**src/rtl/bus_fanout_pkg.sv**
```systemverilog
// Shared types and constants for the bus fan-out controller: FSM encoding,
// target count, index/counter widths and the index-to-select decoder.
package bus_fanout_pkg;

  localparam int NUM_TARGETS = 4;
  localparam int IDX_W       = 2;
  localparam int CNT_W       = 8;

  typedef enum logic [1:0] {
    ST_IDLE   = 2'd0,
    ST_ACCESS = 2'd1,
    ST_RESP   = 2'd2
  } state_t;

  function automatic logic [NUM_TARGETS-1:0] idx_to_onehot(input logic [IDX_W-1:0] idx);
    logic [NUM_TARGETS-1:0] oh;
    oh      = '0;
    oh[idx] = 1'b1;
    return oh;
  endfunction

endpackage

```
**src/rtl/bus_timeout_counter.sv**
```systemverilog
// ACCESS-phase watchdog: counts enabled cycles since the last clear and flags
// the cycle in which the limit-th enabled cycle is reached.
module bus_timeout_counter
  import bus_fanout_pkg::*;
(
  input  logic             clk,
  input  logic             rst_n,
  input  logic             clear,
  input  logic             enable,
  input  logic [CNT_W-1:0] limit,
  output logic             expired
);

  logic [CNT_W-1:0] count;

  always_ff @(posedge clk or negedge rst_n) begin
    if (!rst_n) begin
      count <= '0;
    end else if (clear) begin
      count <= '0;
    end else if (enable && (count != '1)) begin
      count <= count + 1'b1;
    end
  end

  // count holds the number of completed cycles, so the current cycle is count+1.
  assign expired = enable && (({1'b0, count} + 9'd1) >= {1'b0, limit});

endmodule

```
**src/rtl/bus_fanout_ctrl.sv**
```systemverilog
// Single-outstanding request fan-out to four targets selected by two address bits.
// Optional ACCESS timeout is built when BUS_FANOUT_TIMEOUT_EN is defined.
module bus_fanout_ctrl
  import bus_fanout_pkg::*;
#(
  parameter int ADDR_SEL_MSB   = 31,
  parameter int TIMEOUT_CYCLES = 16
) (
  input  logic                   clk,
  input  logic                   rst_n,
  input  logic                   req_valid,
  output logic                   req_ready,
  input  logic [31:0]            req_addr,
  input  logic                   req_we,
  input  logic [31:0]            req_wdata,
  input  logic [3:0]             req_wstrb,
  output logic                   rsp_valid,
  input  logic                   rsp_ready,
  output logic [31:0]            rsp_rdata,
  output logic                   rsp_err,
  output logic [NUM_TARGETS-1:0] tgt_sel,
  output logic [31:0]            tgt_addr,
  output logic [31:0]            tgt_wdata,
  output logic                   tgt_we,
  output logic [3:0]             tgt_wstrb,
  input  logic [NUM_TARGETS-1:0] tgt_ack,
  input  logic [31:0]            tgt_rdata
);

  if (TIMEOUT_CYCLES < 1 || TIMEOUT_CYCLES > 255) begin : g_bad_timeout
    $error("bus_fanout_ctrl: TIMEOUT_CYCLES must be in 1..255");
  end

  state_t state;
  logic   accept;
  logic   sel_ack;
  logic   timeout_hit;

  // Valid/ready: a request transfers on any edge where req_valid && req_ready;
  // a response transfers on any edge where rsp_valid && rsp_ready. Both are
  // plain decodes of the state register, so neither depends on the peer's valid.
  assign req_ready = (state == ST_IDLE);
  assign rsp_valid = (state == ST_RESP);
  assign accept    = req_valid && req_ready;

  // tgt_sel is zero outside ACCESS, so masking drops stray acks in every state.
  assign sel_ack = |(tgt_ack & tgt_sel);

`ifdef BUS_FANOUT_TIMEOUT_EN
  logic rsp_err_q;
  assign rsp_err = rsp_err_q;

  bus_timeout_counter u_timeout (
    .clk     (clk),
    .rst_n   (rst_n),
    .clear   (accept),
    .enable  (state == ST_ACCESS),
    .limit   (CNT_W'(TIMEOUT_CYCLES)),
    .expired (timeout_hit)
  );
`else
  assign rsp_err     = 1'b0;
  assign timeout_hit = 1'b0;
`endif

  always_ff @(posedge clk or negedge rst_n) begin
    if (!rst_n) begin
      state     <= ST_IDLE;
      tgt_sel   <= '0;
      tgt_addr  <= '0;
      tgt_wdata <= '0;
      tgt_we    <= 1'b0;
      tgt_wstrb <= '0;
      rsp_rdata <= '0;
`ifdef BUS_FANOUT_TIMEOUT_EN
      rsp_err_q <= 1'b0;
`endif
    end else begin
      case (state)
        ST_IDLE: begin
          if (req_valid) begin
            tgt_addr  <= req_addr;
            tgt_wdata <= req_wdata;
            tgt_we    <= req_we;
            tgt_wstrb <= req_wstrb;
            tgt_sel   <= idx_to_onehot(req_addr[ADDR_SEL_MSB -: IDX_W]);
            state     <= ST_ACCESS;
          end
        end
        ST_ACCESS: begin
          // A selected ack in the expiry cycle wins over the timeout.
          if (sel_ack) begin
            rsp_rdata <= tgt_we ? 32'h0 : tgt_rdata;
`ifdef BUS_FANOUT_TIMEOUT_EN
            rsp_err_q <= 1'b0;
`endif
            tgt_sel   <= '0;
            state     <= ST_RESP;
          end else if (timeout_hit) begin
            rsp_rdata <= 32'h0;
`ifdef BUS_FANOUT_TIMEOUT_EN
            rsp_err_q <= 1'b1;
`endif
            tgt_sel   <= '0;
            state     <= ST_RESP;
          end
        end
        ST_RESP: begin
          if (rsp_ready) begin
            state <= ST_IDLE;
          end
        end
        default: begin
          state   <= ST_IDLE;
          tgt_sel <= '0;
        end
      endcase
    end
  end

endmodule

```
**config.mk**
```make
export PLATFORM = sky130hd
export DESIGN_NAME = bus_fanout_ctrl
export DESIGN_NICKNAME = d
export VERILOG_FILES = /design/src/rtl/bus_fanout_pkg.sv /design/src/rtl/bus_timeout_counter.sv /design/src/rtl/bus_fanout_ctrl.sv
export SDC_FILE = /design/constraint.sdc
export NUM_CORES = 1
export LEC_CHECK = 0
export CORE_MARGIN = 5
export CORE_UTILIZATION = 28
export CTS_CLUSTER_SIZE = 28
export DETAILED_ROUTE_END_ITERATION = 6
export DONT_BUFFER_PORTS = 1
export GPL_TIMING_DRIVEN = 0
export PLACE_DENSITY_LB_ADDON = 0.3
export SYNTH_ARGS = -nofsm -noshare
export SYNTH_HDL_FRONTEND = slang
export SYNTH_SLANG_ARGS = --single-unit
```
**constraint.sdc**
```tcl
create_clock -name clk -period 1.43 [get_ports clk]
set_input_delay 0.2145 -clock clk [delete_from_list [all_inputs] [get_ports clk]]
set_output_delay 0.2145 -clock clk [all_outputs]
set_load 0.03 [all_outputs]
```
==> results of run 1 <==
==> layout by cell type, fill, tap and decap left out <==
master         netlist  final
dfrtp_1            107    101
dlygate4sd3_1        0     67
mux2_2              91     60
mux2_4              10     41
nor2b_1             33     33
clkbuf_16            0     15
buf_4                1     10
buf_12               0      6
dfrtp_2              0      6
clkbuf_1             4      4
nand2_1              4      4
o22ai_1              4      4
buf_8                0      4
a21oi_1              4      4
clkinvlp_4           0      3
buf_6                3      3
nand2b_1             3      2
a22oi_2              0      2
and4bb_2             2      2
inv_6                0      2
buf_16               0      2
nor2_4               0      1
nor2_1               1      1
mux2i_1              1      1
nand3b_1             1      1
nand2b_4             0      1
a21oi_4              0      1
and2_4               1      1
clkbuf_4             0      1
nand3_1              1      1
and4b_1              1      1
inv_1                1      1
a21o_1               1      1
conb_1               1      1
inv_8                0      1
bufinv_16            0      1
==> final cells by class <==
type / count / share of cell area
Sequential cell: 107 / 0.438
Inverter: 1 / 0.000612
Clock buffer: 9 / 0.0367
Buffer: 14 / 0.0277
Timing Repair Buffer: 89 / 0.166
Multi-Input combinational cell: 163 / 0.280
Clock inverter: 7 / 0.0133
Tap cell: 188 / 0.0383
==> sequential cells by signal (all words and copies together), names as in the netlist <==
signal	count
rsp_rdata	32
tgt_addr	32
tgt_wdata	32
tgt_sel	4
tgt_wstrb	4
state	2
tgt_we	1
==> how the worst max path moves through the flow <==
stage / to / slack (ps)
4_1_cts: tgt_wdata[15]$_DFFE_PN0P_ / -310
3_5_place_dp: tgt_addr[27]$_DFFE_PN0P_ / -390
6_report: tgt_addr[22]$_DFFE_PN0P_ / -280
5_1_grt: tgt_addr[27]$_DFFE_PN0P_ / -330
3_3_place_gp: tgt_addr[24]$_DFFE_PN0P_ / -380
2_1_floorplan: tgt_addr[21]$_DFFE_PN0P_ / -170
==> metal layers <==
metal  vias to the layer above  global-route usage
met2                       148               0.193
met4                         0              0.0288
met1                      1294               0.121
met3                         8              0.0592
li1                       1190                   -
met5                         -                   0
==> metrics by stage <==
stage	cell area [µm²]	setup TNS (ps)	cells	hold slack [ps]	power, W
floorplan	4520	-10090	287	-81.1	0.0114
global placement	4750	-27430	475	-78.2	0.0122
detailed placement	4750	-28950	475	-78.1	0.0123
CTS	5840	-25620	561	-472	0.0154
global route	6140	-28010	578	-478	0.0166
finish	6140	-22720	578	-447	0.0159
==> repair_timing <==
| item | in CTS | in global routing |
|---|---|---|
| gates resized for setup | 8 | 24 |
| endpoints found under the setup margin | 103 | 103 |
| gates cloned | 2 | 6 |
| hold buffers | 64 | 3 |
| hold endpoints to repair | 171 | 110 |
| buffers inserted | 5 | 9 |
| pin swaps | 3 | 4 |
==> cells by family (layout without fill, tap and decap cells) <==
group,after synthesis,in the layout
compound gates,12,12
mux,102,102
simple gates,48,48
flops,107,107
buf+inv,17,120
other cells,1,1
==> where the power goes <==
part / internal [W] / switching [W] / total (W)
clock network: 0.00138 / 0.00119 / 0.00257
logic: 0.00309 / 0.00160 / 0.00469
registers: 0.00447 / 0.00413 / 0.00860
total: 0.00894 / 0.00691 / 0.0159
==> run metrics, run 1 <==
Levels on crit path=6; r2r endpoint=tgt_addr[22]$_DFFE_PN0P_; Detail Route Antenna Nets=0; Post-synth EDFFs=0; post-DP HPWL=7.38 mm; failing checks=hold timing, setup timing; DIE WIDTH=135 µm; clk sinks=107; total global routing overflow=0; Clock Skew=4.92 ps; Slowest cell on crit path=dfrtp_2; root buffer cell=clkbuf_16; Netlist cell types=25; Yosys top cell area share=0.616; FF-to-FF path depth=6; clock transition at the registers of the reported paths=70 ps; CTS tree=built; Worst-Margin Slew=728 ps; share of flip-flops with an asynchronous set or reset=1.00; top_reg_cell synth=dfrtp_1; M1 WL=4.26 mm; synth cell count leaders=107 x dfrtp_1, 91 x mux2_2, 33 x nor2b_1; area grow syn2layout=41.1%; Via density=4.57; area of the multi-input gates=1720 µm²; Static Leak=approximately 2.6 nW; number of setup violations in the final report=103; Synth Cell Area=approximately 4300 µm²; Iter 0 DRT Violations=61; VDD IR max=about 0.84 mV; core box area=15,200 µm²; top layer in use=met4; overall global routing resource usage=0.112; Mapped Cells=287; vias in the first global route=2,812; largest net degree at the start of global routing=108; Port Buf Inserts=0; xor and xnor area share after synthesis=0; compound-cell area share of the yosys netlist=0.0175; post-synthesis mux area share=0.272; DR pass1 iterations=3; Bufs and invs on worst path=3; WP data arrival=1940 ps; main area contributors after synthesis=dfrtp_1 62%, mux2_2 24%, nor2b_1 4.7%; Max Freq=slightly below 0.6 GHz; register area=2690 µm²; Synth Area in Simple Gates=0.0705; status=finished with violations; Hold Path Class=primary input to async pin; Seq/Total Area, Yosys=0.616; Max-slew headroom=0.514; final worst path period share=1.20; Hold Vio Cnt, Final=107; worst path cell trace=nor2_4 > and2_4 > buf_12 > buf_12 > buf_12 > mux2_4; clk buf depth=2; Tmin final=1710 ps; power density of the placed cells=2580 nW/µm²; Placement Setup Slack=-387 ps; count leader, synth=dfrtp_1; Initial Util=0.286; WL final=11.2 mm; # Max-Cap Violations=0; post-synth net total=roughly 400; final core utilization=0.404; most used cell, CP=buf_12; CP endpoint kind=flop; synth warn=0; Synth area leader=dfrtp_1; # diodes=0; routability cong.=0.724; drt drc=0; first-pass GRT wire length=around 16 mm; Hold WS=-447 ps; Yosys reg bits=107; final setup margin=-280 ps; Final Max Tran Viols=0; max incr delay on CP=440 ps; R2R Setup Slk=-280 ps; # fillers=1,378; Clk Latency, worst-skew pair=350 ps; type of origin of the critical path=flop; antenna violations before repair=0; largest family of logic cells by synthesized area=multiplexers; share of cells above drive strength 1=0.418; Required @ worst endpoint=around 1700 ps; die height=135 µm; Synth Area in Adders=0; CP max FO=6; DR vias=2,640; wire length on met2=5.55 mm; Met3 Wirelength=1.28 mm; Setup Crit Path Kind=flop to flop; cell family with most CP delay=simple AND/OR/NAND/NOR gates; Syn Area/Cell=15.2 µm²; Post-layout nets=494; # IOs=217; RSZ-0062 raised after global routing=true; row count=45; H-tree levels=3; Worst setup startpoint=state[0]$_DFFE_PN0P_; die area=18,100 µm²; Critical R2R Launch=state[0]$_DFFE_PN0P_; CTS buffer count=9; average wire per cell in the routed design=19.4 µm
(Power assumes the default switching activity.)
==> run 2: changes to the inputs <==
- HOLD_SLACK_MARGIN: unset -> 0.02
- PLACE_DENSITY: unset -> 0.53
- PLACE_DENSITY_LB_ADDON: 0.3 -> unset
==> run metrics, run 2 (synthesis results as in run 1) <==
M2 GR Usage=0.196 (was 0.193); status=finished with violations (unchanged); Inst Count DP=475 (unchanged); Levels on crit path=5 (was 6); Post-DP Area=4750 µm² (unchanged); Post-layout nets=493 (was 494); VDD IR max=0.957 mV (was 0.840 mV); die height=135 µm (unchanged); Hold WS=-441 ps (was -447 ps); share of cells above drive strength 1=0.411 (was 0.418); register area=2680 µm² (was 2690 µm²); final worst path period share=1.17 (was 1.20); Bufs and invs on worst path=2 (was 3); # Max-Cap Violations=0 (unchanged); type of origin of the critical path=flop (unchanged); Clk Latency, worst-skew pair=340 ps (was 350 ps); Final Max Tran Viols=0 (unchanged); total global routing overflow=0 (unchanged); Hold Vio Cnt, Final=107 (unchanged); FF-to-FF path depth=5 (was 6); Tmin final=1680 ps (was 1710 ps); Max Freq=0.596 GHz (was 0.585 GHz); DR pass1 iterations=4 (was 3); largest net degree at the start of global routing=108 (unchanged); clk buf depth=2 (unchanged); antenna violations before repair=0 (unchanged); Final Non-Filler Cells=577 (was 578); overall global routing resource usage=0.116 (was 0.112); root buffer cell=clkbuf_16 (unchanged); final core utilization=0.397 (was 0.404); vias in the first global route=2,863 (was 2,812); drt drc=0 (unchanged); routability cong.=0.706 (was 0.724); met1 Track Usage GR=0.137 (was 0.121); Slowest cell on crit path=dfrtp_1 (was dfrtp_2); power density of the placed cells=2570 nW/µm² (was 2580 nW/µm²); most common library cell in the layout ignoring fill and taps=dfrtp_1 (unchanged); clk sinks=107 (unchanged); Iter 0 DRT Violations=47 (was 61); overall power=0.0155 W (was 0.0159 W); Worst-Margin Slew=501 ps (was 728 ps); CP max FO=7 (was 6); row count=45 (unchanged); Worst setup startpoint=state[0]$_DFFE_PN0P_ (unchanged); GR met3 Demand/Resource=0.0387 (was 0.0592); worst path cell trace=nor2_4 > and2_4 > buf_12 > clkbuf_16 > mux2_4 (was nor2_4 > and2_4 > buf_12 > buf_12 > buf_12 > mux2_4); cell family with most CP delay=simple AND/OR/NAND/NOR gates (unchanged); Port Buf Inserts=0 (unchanged); average wire per cell in the routed design=19.1 µm (was 19.4 µm); Final Cell Area=6040 µm² (was 6140 µm²); Placement Setup Slack=-394 ps (was -387 ps); CTS tree=built (unchanged); CTS buffer count=9 (unchanged); WP data arrival=1910 ps (was 1940 ps); post-DP HPWL=7.27 mm (was 7.38 mm); Critical R2R Launch=state[0]$_DFFE_PN0P_ (unchanged); gr busiest metal=met2 (unchanged); # IOs=217 (unchanged); Static Leak=2.61 nW (was 2.63 nW); R2R Setup Slk=-250 ps (was -280 ps); DIE WIDTH=135 µm (unchanged); first-pass GRT wire length=16.3 mm (was 15.7 mm); clock transition at the registers of the reported paths=70 ps (about the same); # fillers=1,380 (was 1,378); Max-slew headroom=0.666 (was 0.514); WL final=11.0 mm (was 11.2 mm); CP endpoint kind=flop (unchanged); Setup Crit Path Kind=flop to flop (unchanged); RSZ-0062 raised after global routing=true (unchanged); commonest non-fill, non-tap cells in the layout=102 x dfrtp_1, 70 x dlygate4sd3_1, 58 x mux2_2 (was 101 x dfrtp_1, 67 x dlygate4sd3_1, 60 x mux2_2); area grow syn2layout=38.9% (was 41.1%); core box area=15,200 µm² (unchanged); max incr delay on CP=410 ps (was 440 ps); area of the multi-input gates=1740 µm² (was 1720 µm²); failing checks=hold timing, setup timing (unchanged); r2r endpoint=tgt_addr[23]$_DFFE_PN0P_ (was tgt_addr[22]$_DFFE_PN0P_); Initial Util=0.286 (unchanged); DR vias=2,671 (was 2,640); Detail Route Antenna Nets=0 (unchanged); Hold Path Class=primary input to async pin (unchanged); Via density=4.63 (was 4.57); CTS hold repair buffers=70 (was 64); final setup margin=-249 ps (was -280 ps); Top Registers=rsp_rdata: 32 flops, tgt_addr: 32 flops, tgt_wdata: 32 flops (unchanged); Setup crit end=tgt_addr[23]$_DFFE_PN0P_ (was tgt_addr[22]$_DFFE_PN0P_); # diodes=0 (unchanged); H-tree levels=3 (unchanged); die area=18,100 µm² (unchanged); Clock Skew=8.80 ps (was 4.92 ps); number of setup violations in the final report=102 (was 103); Required @ worst endpoint=1660 ps (about the same)
-- run 2: layout make-up --
cell class | instances | area share
buffer | 15 | 0.0269
clock buffer | 11 | 0.0385
clock inverter | 5 | 0.00890
inverter | 1 | 0.000621
multi-input combinational | 163 | 0.288
sequential | 107 | 0.444
tap | 188 | 0.0389
timing repair buffer | 87 | 0.154
-- run 2: how the worst min path moves through the flow --
stage                      from                  endpoint  cells after the start
after floorplan           rst_n  rsp_rdata[0]$_DFFE_PN0P_                      0
after global routing      rst_n  tgt_addr[14]$_DFFE_PN0P_                      0
after detailed placement  rst_n  tgt_addr[14]$_DFFE_PN0P_                      0
after CTS                 rst_n  tgt_addr[14]$_DFFE_PN0P_                      0
after global placement    rst_n  tgt_addr[19]$_DFFE_PN0P_                      0
final                     rst_n  tgt_addr[14]$_DFFE_PN0P_                      0
-- run 2: metal layers --
metal | vias to the layer above | wire length (µm)
li1 | 1188 | -
met5 | - | 0
met2 | 133 | 5420
met1 | 1336 | 4520
met4 | 0 | 186
met3 | 14 | 886
-- run 2: where the power goes --
group,switching [W],internal (W)
Sequential,0.00411,0.00447
Combinational,0.00157,0.00296
Clock,0.00108,0.00135
-- run 2: metrics by stage --
stage | hold WS, ps | TNS [ps]
floorplan | -81.1 | -10090
global placement | -78.5 | -29020
detailed placement | -78.5 | -30650
CTS | -463 | -23110
global route | -466 | -25790
finish | -441 | -20290
-- run 2: repair_timing --
item	in CTS	in global routing
setup endpoints to repair	103	106
resized for setup	26	3
buffers inserted	12	1
cloned	3	2
pin swaps	4	5
hold endpoints to repair	178	107
==> run 3: changes to the inputs <==
- CTS_CLUSTER_DIAMETER: unset -> 60
==> results of run 3 <==
No change in the layout: final DEF, timing and power equal those of run 2.
